===== config.mk =====
export PLATFORM = sky130hd
export DESIGN_NAME = div_iter_flat
export DESIGN_NICKNAME = d
export VERILOG_FILES = /design/src/rtl/div_iter_if.sv /design/src/rtl/div_iter.sv /design/src/flat_wrapper.sv
export SDC_FILE = /design/constraint.sdc
export NUM_CORES = 1
export LEC_CHECK = 0
export CORE_MARGIN = 4
export CORE_UTILIZATION = 53
export DETAILED_ROUTE_END_ITERATION = 8
export PLACE_DENSITY = 0.88
export SLEW_MARGIN = 0
export SYNTH_ARGS = -nofsm -noshare
export SYNTH_HDL_FRONTEND = slang
export SYNTH_SLANG_ARGS = --single-unit

===== constraint.sdc =====
create_clock -name clk -period 6.21 [get_ports clk]
set_input_delay 0.621 -clock clk [delete_from_list [all_inputs] [get_ports clk]]
set_output_delay 0.621 -clock clk [all_outputs]
set_load 0.01 [all_outputs]

===== src/rtl/div_iter_if.sv =====
// Handshake and operand bundle between the EX stage (master) and the iterative divider (slave).
interface div_iter_if;
   logic        signed_div_i;
   logic [31:0] opdata1_i;
   logic [31:0] opdata2_i;
   logic        start_i;
   logic        annul_i;
   logic [63:0] result_o;
   logic        ready_o;

   modport master (
      output signed_div_i, opdata1_i, opdata2_i, start_i, annul_i,
      input  result_o, ready_o
   );

   modport slave (
      input  signed_div_i, opdata1_i, opdata2_i, start_i, annul_i,
      output result_o, ready_o
   );
endinterface


===== src/rtl/div_iter.sv =====
// Iterative 32-bit radix-2 restoring divider for DIV/DIVU; result is {remainder, quotient}.
// Optional macro DIV_ZERO_SHORTCUT_EN: a zero divisor skips the loop and returns 0 in two edges.
module div_iter (
   input  logic      clk,
   input  logic      rst,
   div_iter_if.slave bus
);

`ifdef DIV_ZERO_SHORTCUT_EN
   typedef enum logic [1:0] {StFree, StByZero, StOn, StEnd} state_e;
`else
   typedef enum logic [1:0] {StFree, StOn, StEnd} state_e;
`endif

   state_e      state_q, state_d;
   logic [4:0]  cnt_q, cnt_d;
   logic [31:0] dividend_q, dividend_d;
   logic [31:0] divisor_q, divisor_d;
   logic [31:0] rem_q, rem_d;
   logic [31:0] quot_q, quot_d;
   logic        sign1_q, sign1_d;
   logic        sign2_q, sign2_d;
   logic        signed_q, signed_d;
   logic [63:0] result_q, result_d;
   logic        ready_q, ready_d;

   logic [31:0] abs1, abs2;
   logic [32:0] trial;
   logic [31:0] rem_step, quot_step;
   logic [31:0] rem_fix, quot_fix;

   always_comb begin
      abs1 = (bus.signed_div_i && bus.opdata1_i[31]) ? (~bus.opdata1_i + 32'd1) : bus.opdata1_i;
      abs2 = (bus.signed_div_i && bus.opdata2_i[31]) ? (~bus.opdata2_i + 32'd1) : bus.opdata2_i;

      // Dividend register shifts left so its MSB is always the next bit to bring down.
      trial = {rem_q, dividend_q[31]} - {1'b0, divisor_q};
      if (!trial[32]) begin
         rem_step  = trial[31:0];
         quot_step = {quot_q[30:0], 1'b1};
      end else begin
         rem_step  = {rem_q[30:0], dividend_q[31]};
         quot_step = {quot_q[30:0], 1'b0};
      end

      quot_fix = (signed_q && (sign1_q ^ sign2_q)) ? (~quot_step + 32'd1) : quot_step;
      rem_fix  = (signed_q && sign1_q) ? (~rem_step + 32'd1) : rem_step;
   end

   always_comb begin
      state_d    = state_q;
      cnt_d      = cnt_q;
      dividend_d = dividend_q;
      divisor_d  = divisor_q;
      rem_d      = rem_q;
      quot_d     = quot_q;
      sign1_d    = sign1_q;
      sign2_d    = sign2_q;
      signed_d   = signed_q;
      result_d   = result_q;
      ready_d    = ready_q;

      unique case (state_q)
         StFree: begin
            if (bus.start_i && !bus.annul_i) begin
               dividend_d = abs1;
               divisor_d  = abs2;
               sign1_d    = bus.opdata1_i[31];
               sign2_d    = bus.opdata2_i[31];
               signed_d   = bus.signed_div_i;
               cnt_d      = 5'd0;
               rem_d      = 32'd0;
               quot_d     = 32'd0;
`ifdef DIV_ZERO_SHORTCUT_EN
               state_d    = (bus.opdata2_i == 32'd0) ? StByZero : StOn;
`else
               state_d    = StOn;
`endif
            end
         end
`ifdef DIV_ZERO_SHORTCUT_EN
         StByZero: begin
            result_d = 64'd0;
            ready_d  = 1'b1;
            state_d  = StEnd;
         end
`endif
         StOn: begin
            if (bus.annul_i) begin
               cnt_d    = 5'd0;
               result_d = 64'd0;
               ready_d  = 1'b0;
               state_d  = StFree;
            end else begin
               rem_d      = rem_step;
               quot_d     = quot_step;
               dividend_d = {dividend_q[30:0], 1'b0};
               cnt_d      = cnt_q + 5'd1;
               if (cnt_q == 5'd31) begin
                  result_d = {rem_fix, quot_fix};
                  ready_d  = 1'b1;
                  state_d  = StEnd;
               end
            end
         end
         StEnd: begin
            if (!bus.start_i) begin
               result_d = 64'd0;
               ready_d  = 1'b0;
               state_d  = StFree;
            end
         end
         default: state_d = StFree;
      endcase
   end

   always_ff @(posedge clk or posedge rst) begin
      if (rst) begin
         state_q    <= StFree;
         cnt_q      <= 5'd0;
         dividend_q <= 32'd0;
         divisor_q  <= 32'd0;
         rem_q      <= 32'd0;
         quot_q     <= 32'd0;
         sign1_q    <= 1'b0;
         sign2_q    <= 1'b0;
         signed_q   <= 1'b0;
         result_q   <= 64'd0;
         ready_q    <= 1'b0;
      end else begin
         state_q    <= state_d;
         cnt_q      <= cnt_d;
         dividend_q <= dividend_d;
         divisor_q  <= divisor_d;
         rem_q      <= rem_d;
         quot_q     <= quot_d;
         sign1_q    <= sign1_d;
         sign2_q    <= sign2_d;
         signed_q   <= signed_d;
         result_q   <= result_d;
         ready_q    <= ready_d;
      end
   end

   assign bus.result_o = result_q;
   assign bus.ready_o  = ready_q;

endmodule


===== src/flat_wrapper.sv =====
// flat-port wrapper written by rule: the top's interface ports become plain ports
module div_iter_flat 
  (clk, rst, bus_signed_div_i, bus_opdata1_i, bus_opdata2_i, bus_start_i, bus_annul_i, bus_result_o, bus_ready_o);
  div_iter_if bus_i ();
  input  logic clk;
  input  logic rst;
  input wire logic [$bits(bus_i.signed_div_i)-1:0] bus_signed_div_i;
  input wire logic [$bits(bus_i.opdata1_i)-1:0] bus_opdata1_i;
  input wire logic [$bits(bus_i.opdata2_i)-1:0] bus_opdata2_i;
  input wire logic [$bits(bus_i.start_i)-1:0] bus_start_i;
  input wire logic [$bits(bus_i.annul_i)-1:0] bus_annul_i;
  output wire logic [$bits(bus_i.result_o)-1:0] bus_result_o;
  output wire logic [$bits(bus_i.ready_o)-1:0] bus_ready_o;
  assign bus_i.signed_div_i = bus_signed_div_i;
  assign bus_i.opdata1_i = bus_opdata1_i;
  assign bus_i.opdata2_i = bus_opdata2_i;
  assign bus_i.start_i = bus_start_i;
  assign bus_i.annul_i = bus_annul_i;
  assign bus_result_o = bus_i.result_o;
  assign bus_ready_o = bus_i.ready_o;
  div_iter u_core (.clk(clk), .rst(rst), .bus(bus_i));
endmodule

# Yosys cells after proc, flatten, opt, wreduce, memory -nomap -nowiden
# Index checks and enable logic that the tools add are counted.
# classes
muxes	30
eq_ne	7
bitwise	5
n_reduce_logical	14
addsub	6
# op_table
operator	n
two-way mux 32 bit	9
two-way mux 64 bit	3
adder 32 x 1 -> 32 bit (second input constant)	4
NOT 32 bit	4
one-hot mux 32 bit (2 select lines)	2
one-hot mux 64 bit (2 select lines)	1
one-hot mux 31 bit (2 select lines)	1
subtractor 33 x 32 -> 33 bit	1
two-way mux 31 bit	1
two-way mux 5 bit	2
one-hot mux 5 bit (2 select lines)	1
AND reduction 3 bit	3
two-way mux 2 bit	4
one-hot mux 2 bit (3 select lines)	1
adder 5 x 1 -> 5 bit (second input constant)	1
== test 5 bit (second input constant)	1
logical AND 1 bit	5
two-way mux 1 bit	4
!= test 2 bit (second input constant)	2
AND reduction 2 bit	2
nonzero test 2 bit	2
!= test 3 x 2 -> 1 bit (second input constant)	1
== test 2 x 1 -> 1 bit (second input constant)	1
== test 2 bit (second input constant)	1
5 further kinds	5
# word_totals
inputBits	69
regBits	202

# Longest topological paths before layout
# Gate-level depths: netlist of run 1.
# depth
depth_word	8
ltp_mapped	25
ltp_nobuf	20

# Least setup slack after synthesis of run 1
# OpenSTA, ideal clock, no wires.
# synth_timing
kind	flip-flop to flip-flop
startpoint	register u_core.dividend_q[31]
endpoint	register u_core.result_q[22], in the netlist u_core.bus.result_o[22]
path_stages_with_launch	25
path_buffers	5
arrival_ns	4.409
setup_time_ns	0.135
path_slack_ns	1.667
path_cell_list	dfrtp_1 > inv_1 > ha_1 > inv_1 > fa_1 > a21o_1 > a221o_1 > and3_1 > buf_6 > o211a_1 > o2111a_2 > inv_4 > buf_6 > buf_4 > buf_2 > buf_2 > ha_1 > nand2_1 > nor2_1 > nand3_1 > or2_2 > nor2b_1 > a21oi_1 > xnor2_1 > o21ai_0
# synth_between
elab_chain_len	8
# synth_rtl
item	line_no	rtl
start: declaration	div_iter.sv:17	logic [31:0] dividend_q, dividend_d;
start signal: assignment	div_iter.sv:133	dividend_q <= dividend_d;
subtractor 33 x 32 -> 33 bit	div_iter.sv:37	trial = {rem_q, dividend_q[31]} - {1'b0, divisor_q};
two-way mux 1 bit	div_iter.sv:38	if (!trial[32]) begin
NOT 32 bit	div_iter.sv:46	quot_fix = (signed_q && (sign1_q ^ sign2_q)) ? (~quot_step + 32'd1) : quot_step;
adder 32 x 1 -> 32 bit	div_iter.sv:46	
two-way mux 32 bit	div_iter.sv:46	
two-way mux 64 bit	div_iter.sv:99	if (cnt_q == 5'd31) begin
two-way mux 64 bit	div_iter.sv:89	if (bus.annul_i) begin
one-hot mux 64 bit (2 select lines)	div_iter.sv:63	unique case (state_q)
end signal: assignment	div_iter.sv:140	result_q <= result_d;
end: declaration	div_iter.sv:24	logic [63:0] result_q, result_d;
# Every way passes these cells. The select of a mux whose other input is x is not followed.
# A chain may end at the register's enable or synchronous reset.

# Worst setup path after layout of run 1
# layout_timing
startpoint	register u_core.rem_q[16]
endpoint	register u_core.result_q[22], in the netlist u_core.bus.result_o[22]
# layout_between
elab_chain_len	8
# layout_rtl
item	line_no	rtl
start: declaration	div_iter.sv:19	logic [31:0] rem_q, rem_d;
start signal: assignment	div_iter.sv:135	rem_q <= rem_d;
subtractor 33 x 32 -> 33 bit	div_iter.sv:37	
two-way mux 1 bit	div_iter.sv:38	
NOT 32 bit	div_iter.sv:46	
adder 32 x 1 -> 32 bit	div_iter.sv:46	
two-way mux 32 bit	div_iter.sv:46	
two-way mux 64 bit	div_iter.sv:99	
two-way mux 64 bit	div_iter.sv:89	
one-hot mux 64 bit (2 select lines)	div_iter.sv:63	
# Every way passes these cells. The select of a mux whose other input is x is not followed.

==> results of run 1 <==
## per-layer routing
metal,track usage (%),part of all wire (%)
met5,0,0
met4,6.94,2.2
met3,3.48,6.3
met2,42.8,48
met1,34.0,43
## worst paths after layout
check,from,to,slack [ns],depth (start not counted)
max,u_core.rem_q[16],u_core.bus.result_o[22],1.33,16
min,u_core.bus.result_o[15],u_core.bus.result_o[15],0.48,2
max reg2reg,u_core.rem_q[16],u_core.bus.result_o[22],1.33,16
min reg2reg,u_core.bus.result_o[15],u_core.bus.result_o[15],0.48,2
max in group asynchronous,rst,u_core.divisor_q[29],4.15,3
min in group asynchronous,rst,u_core.dividend_q[15],0.64,2
## cell families (layout without fill, tap and decap cells)
group	count (synthesis)	in the layout	share of synthesized area (%)
xor gates and xnor gates	127	127	8.31
muxes	29	29	2.22
DFF	202	202	37.8
AOI/OAI and AO/OA	511	511	23.1
adders and majority gates	39	39	3.70
buffers and inverters	143	230	4.38
and+or+nand+nor	591	591	20.5
## report_power, final
| group | switching, mW | leakage, nW | internal (mW) |
|---|---|---|---|
| Clock | 0.565 | 0.360 | 0.776 |
| Sequential | 0.0762 | 2.67 | 1.43 |
| Combinational | 0.625 | 3.48 | 0.355 |
| Total | 1.27 | 6.51 | 2.57 |
## sequential cells by signal, summed over array words and instances (netlist names)
register,flops
u_core.bus.ready_o,1
u_core.cnt_q,5
u_core.dividend_q,32
u_core.signed_q,1
u_core.quot_q,31
u_core.state_q,2
u_core.rem_q,32
u_core.bus.result_o,64
u_core.divisor_q,32
u_core.sign2_q,1
u_core.sign1_q,1
## stage by stage
stage | util, % | instances | cell area, µm² | total power [mW] | setup WS (ns)
after floorplan | - | 1642 | 13400 | 2.22 | 0.0783
after global placement | 60.2 | 2014 | 14800 | 2.47 | 1.64
after detailed placement | 60.2 | 2014 | 14800 | 2.50 | 1.42
after CTS | 63.2 | 2053 | 15500 | 3.84 | 1.42
after global routing | 63.2 | 2053 | 15500 | 4.03 | 0.942
final | 63.2 | 2053 | 15500 | 3.83 | 1.33
## cell usage after synthesis, drive strengths merged, types with 22 or more instances
library cell / n / share of area, %
a21oi: 150 / 5.7
buf: 22 / 0.97
clkbuf: 71 / 2.0
dfrtp: 202 / 38
ha: 38 / 3.6
inv: 50 / 1.4
mux2i: 24 / 1.8
nand2: 267 / 7.5
nor2: 130 / 3.7
nor3: 31 / 1.2
nor4: 23 / 1.1
o21ai: 217 / 8.2
o31ai: 24 / 1.4
xnor2: 59 / 3.9
xor2: 68 / 4.4
## worst max-delay path: stages, from the launching register on
cell and delay (ns):
dfrtp_1 0.43, ha_1 0.49, a21oi_1 0.28, o21ai_0 0.25
a32o_1 0.30, or4_1 0.47, o2111a_2 0.31, inv_4 0.33
ha_1 0.25, nand2_1 0.09, nor2_1 0.18, nand3_1 0.16
or2_2 0.38, nor2b_1 0.33, a21oi_1 0.14, xnor2_1 0.15
o21ai_0 0.20
## area by class of cell
class,instances,area (µm²)
Clock buffer,33,653
Multi-Input combinational cell,1297,7770
Sequential cell,202,5050
Inverter,50,198
Timing Repair Buffer,141,1390
Fill cell,2065,9060
Tap cell,324,405
Clock inverter,6,77.6
## placed cells by master (no fill, tap or decap), types with 8 or more instances in the layout
cell type,count
a211oi_1,10
nand3_1,18
o21ai_0,191
o41ai_1,12
a31oi_1,14
clkdlybuf4s50_1,133
o31ai_1,22
nor4_1,23
nand2_1,265
xnor2_1,59
mux2i_1,24
clkbuf_16,23
and3_1,17
o211ai_1,10
nand2b_1,9
inv_1,48
or4_1,9
xor2_1,68
nand4_1,11
ha_1,38
nor2_1,128
and2_1,20
o21ai_1,24
a21o_1,12
dfrtp_1,202
a21oi_1,147
or3_1,21
nor3_1,30
buf_4,8
==> summary.txt, run 1 <==
Clocking
  • Clock Tree Buf Depth: 3
  • CTS Hold Bufs: 0
  • Post-CTS sizing: 0
  • Sinks on Clock Net: 202
  • Total CTS buffers: 23
  • Clk pin slew, worst setup/hold paths: 0.07 ns
  • Post-CTS setup buffer count: 0
  • Clock latency on the worst-skew pair: about 0.54 ns
  • CTS Root Buffer Type: clkbuf_16
  • CTS tree: built
  • H-tree depth: 1

Synth
  • Seq cells post-synth: 202
  • Post-Syn Instances: approximately 1600
  • Syn Std Cell Area: ~13000 µm²
  • Seq/Total Area, Yosys: 37.8%
  • Avg Cell Area, Syn: 8.15 µm²
  • Yosys Warn Count: 0
  • Async S/R FF share, synth: 100%
  • Post-synthesis cell type count: 79
  • Number of synthesized flops with an enable pin: 0
  • Top FF cell, synth: dfrtp_1
  • Post-Syn Nets: about 1800

Cells and area
  • Area Growth Syn to Fin: 16.2%
  • Layout cell share with drive strength beyond 1: 4.63%
  • Antenna cells: 0
  • Layout Nets: 1823

Placement
  • Routability Congestion: 0.963
  • Post-DP HPWL: approximately 26000 µm
  • IO buf count: 133

Setup path
  • Worst Path Arrival: ~5.3 ns
  • Crit Path Class: reg2reg
  • Required time of the worst setup path: 6.63 ns
  • Worst setup SP type: flop
  • Crit Path Max Fanout: 40
  • Setup crit end kind: flop

Timing
  • Fin. Hold Viols: 0
  • Post-Route Setup TNS: 0 ns
  • Post-route minimum period: 4.88 ns
  • Slew Viols, Final: 0
  • Worst Tran Pin Value: 1.41 ns
  • Final setup violation count: 0
  • Slew margin rel.: 6.27%
  • Clock Skew: 0.0133 ns
  • F_max: 205 MHz
  • Final worst path period share: 78.5%
  • WHS: 0.479 ns
  • RSZ-0062 raised after global routing: false

GRT
  • Initial antenna violation count: 0
  • Overall global routing resource usage: 25.2%
  • First-pass GRT wire length: 59700 µm
  • Vias in the first global route: 11800
  • Largest net degree at the start of global routing: 146
  • Grt ovf: 0

Floorplanning
  • Die Wd: 167 µm
  • Die Y-Extent: between 150 and 200 µm
  • Top Ports: ~130
  • Row Count: 57
  • Die ar.: 27900 µm²
  • Core Footprint: 24600 µm²
  • Initial Utilization: 54.4%

Routing
  • DRC: 0
  • Drt wl/cell: 17.8 µm
  • Via count: about 12000
  • Routed Wire Length: 36500 µm
  • Vias/cell: about 6.0
  • Detailed Route Iter0 Violations: 1117
  • Drt pass-1 iters: 9
  • Antenna viol nets, final: 0

Run status
  • Outcome: finished clean

Flow run
  • Max Cap Viol: 0

Power and ir drop
  • Power per cell area: roughly 250 nW/µm²
  • Maximum VDD drop: 0.183 mV
  • P_leak: 6.51 nW

Hold path
  • Hold WC Path Type: reg2reg
(Power assumes the default switching activity.)
==> run 2: changes to the inputs <==
==> constraint.sdc (replaced) <==
create_clock -name clk -period 4.05 [get_ports clk]
set_input_delay 0.405 -clock clk [delete_from_list [all_inputs] [get_ports clk]]
set_output_delay 0.405 -clock clk [all_outputs]
set_load 0.01 [all_outputs]
==> run 2 against run 1 <==
The flow now finishes with violations (negative setup slack). Die area is the same. Clock skew decreased by 0.0019 ns. Combinational power up 86%. Clock-buffer cell count increased by 5. Maximum frequency grew 19%. Non-clock buffer count is 122 higher. Sequential power grew 54%.
==> summary.txt, run 2 (synthesized netlist as in run 1, its figures left out) <==
GRT
  • Largest net degree at the start of global routing: 90
  • Initial antenna violation count: 1
  • Overall global routing resource usage: roughly 27%
  • Vias in the first global route: between 10000 and 15000
  • Grt ovf: 0
  • First-pass GRT wire length: between 60000 and 70000 µm

Routing
  • DRC: 0
  • Drt wl/cell: 18.4 µm
  • Via count: 13200
  • Vias/cell: slightly above 6
  • Antenna viol nets, final: 0
  • Drt pass-1 iters: 6
  • Detailed Route Iter0 Violations: ~1200
  • Routed Wire Length: 40100 µm

Clocking
  • CTS Hold Bufs: 0
  • CTS tree: built
  • Total CTS buffers: 24
  • Sinks on Clock Net: between 200 and 250
  • Clk pin slew, worst setup/hold paths: 0.06 ns
  • Clock Tree Buf Depth: 3
  • CTS Root Buffer Type: clkbuf_16
  • H-tree depth: 1
  • Clock latency on the worst-skew pair: 0.53 ns

Timing
  • Fin. Hold Viols: 0
  • Final worst path period share: 101%
  • Slew Viols, Final: 0
  • Final setup violation count: 11
  • RSZ-0062 raised after global routing: true
  • Final worst slack: -0.0571 ns
  • Worst Tran Pin Value: 1.20 ns
  • F_max: between 200 and 250 MHz
  • Slew margin rel.: 19.2%
  • Post-route minimum period: 4.11 ns
  • Clock Skew: between 0.01 and 0.015 ns

Cells and area
  • Max reg flops: 64
  • Layout cell share with drive strength beyond 1: 14.1%
  • Most frequent cells in the layout: 262 x nand2_1, 202 x dfrtp_1, 181 x o21ai_0
  • Util after Layout: 69.4%
  • Area Growth Syn to Fin: 27.6%
  • Commonest non-fill, non-tap cell in the layout: nand2_1
  • Layout Nets: 1946
  • Antenna cells: 0

Power and ir drop
  • Sequential share of power: 36.6%
  • Int Pwr: 4.29 mW
  • Clk network pwr share: 34.7%
  • Total Power: approximately 6.3 mW
  • Sw Pwr: 2.05 mW
  • Gate power share: roughly 29%
  • P_leak: 7.29 nW
  • Sw frac: 32.4%
  • Maximum VDD drop: 0.278 mV
  • Power per cell area: around 370 nW/µm²

Run status
  • Outcome: complete, but fails checks
  • Failing checks: negative setup slack

Setup path
  • CP peak stage delay: approximately 0.42 ns
  • FF-to-FF path depth: 21
  • Worst setup SP type: flop
  • Buf/Inv on CP: 5
  • Crit-path slowest cell: dfrtp_1
  • Crit Path Class: reg2reg
  • Worst Path Arrival: 4.50 ns
  • Crit Path Max Fanout: 7
  • Critical register-to-register path endpoint: u_core.bus.result_o[54]
  • Setup crit end kind: flop
  • CP top delay family: compound AO/OA/AOI/OAI gates
  • Required time of the worst setup path: 4.44 ns
  • Worst R2R Start: u_core.dividend_q[31]
  • Cell Chain, Critical Path: inv_2 -> ha_4 -> inv_4 -> fa_2 -> a21o_1 -> a221o_1 -> and3_4 -> buf_6 -> o2111ai_2 -> o2111a_2 -> clkinv_4 -> nand2_2 -> o21ai_4 -> inv_2 -> ha_4 -> nand3_2 -> o211a_4 -> a21o_4 -> and3b_2 -> xnor2_2 -> o21ai_1
  • Reg2Reg Setup Slack: -0.06 ns

Floorplanning
  • Top Ports: 134
  • Row Count: 57
  • Die ar.: approximately 28000 µm²
  • Core Footprint: ~25000 µm²
  • Die Y-Extent: 167 µm
  • Initial Utilization: 54.4%
  • Die Wd: 167 µm

Placement
  • IO buf count: 133
  • Post-DP HPWL: 28300 µm
  • Routability Congestion: 0.959

Flow run
  • Max Cap Viol: 0

Hold path
  • Hold WC Path Type: in2async
[run 2: metrics by stage]
step                setup WS, ns  hold slack [ns]  cell area [µm²]  instances  TNS (ns)
finish                   -0.0571            0.294            17100       2178    -0.378
global route              -0.227            0.327            17100       2178     -3.31
CTS                      0.00105            0.312            16600       2163         0
detailed placement       -0.0517            0.468            15700       2116    -0.124
global placement          0.0383            0.460            15700       2116         0
floorplan                 -0.179            0.442            13500       1642     -1.55
[run 2: what timing repair did]
item,in CTS,in global routing
buffers inserted,5,14
gates cloned,0,1
pin swaps,5,32
endpoints found under the setup margin,11,30
gates resized for setup,7,67
[run 2: per-layer routing]
layer  vias up  part of all wire [%]  GRT usage, %
met1      6348                    41          36.0
li1       6220                     -             -
met4         2                   4.0          10.3
met5         -                 0.032             0
met2       511                    48          45.5
met3       112                   6.6          3.63
[run 2: how the worst max path moves through the flow]
stage | start | end | slack, ns | cells after the start
finish | u_core.dividend_q[31] | u_core.bus.result_o[54] | -0.06 | 21
floorplan | u_core.dividend_q[31] | u_core.bus.result_o[62] | -0.18 | 24
global route | u_core.dividend_q[31] | u_core.bus.result_o[54] | -0.23 | 21
global placement | u_core.dividend_q[31] | u_core.bus.result_o[63] | 0.04 | 17
CTS | u_core.dividend_q[31] | u_core.bus.result_o[63] | 0.001 | 19
detailed placement | u_core.dividend_q[31] | u_core.bus.result_o[22] | -0.05 | 20
[run 2: area by class of cell]
cell class	instances	area [µm²]
inverters	50	199
clock inverters	4	81.3
repair buffers	263	2410
fillers	1877	7520
well taps	324	405
flip-flops and latches	202	5050
multi-input cells	1297	8220
clock buffers	38	723
[run 2: power by group through the flow]
stage	clock (mW)	combinational [mW]	sequential, mW
2_1_floorplan	0	1.12	2.32
3_3_place_gp	0	1.63	2.33
3_5_place_dp	0	1.67	2.34
4_1_cts	2.21	1.69	2.31
5_1_grt	2.32	2.00	2.34
6_report	2.20	1.82	2.32
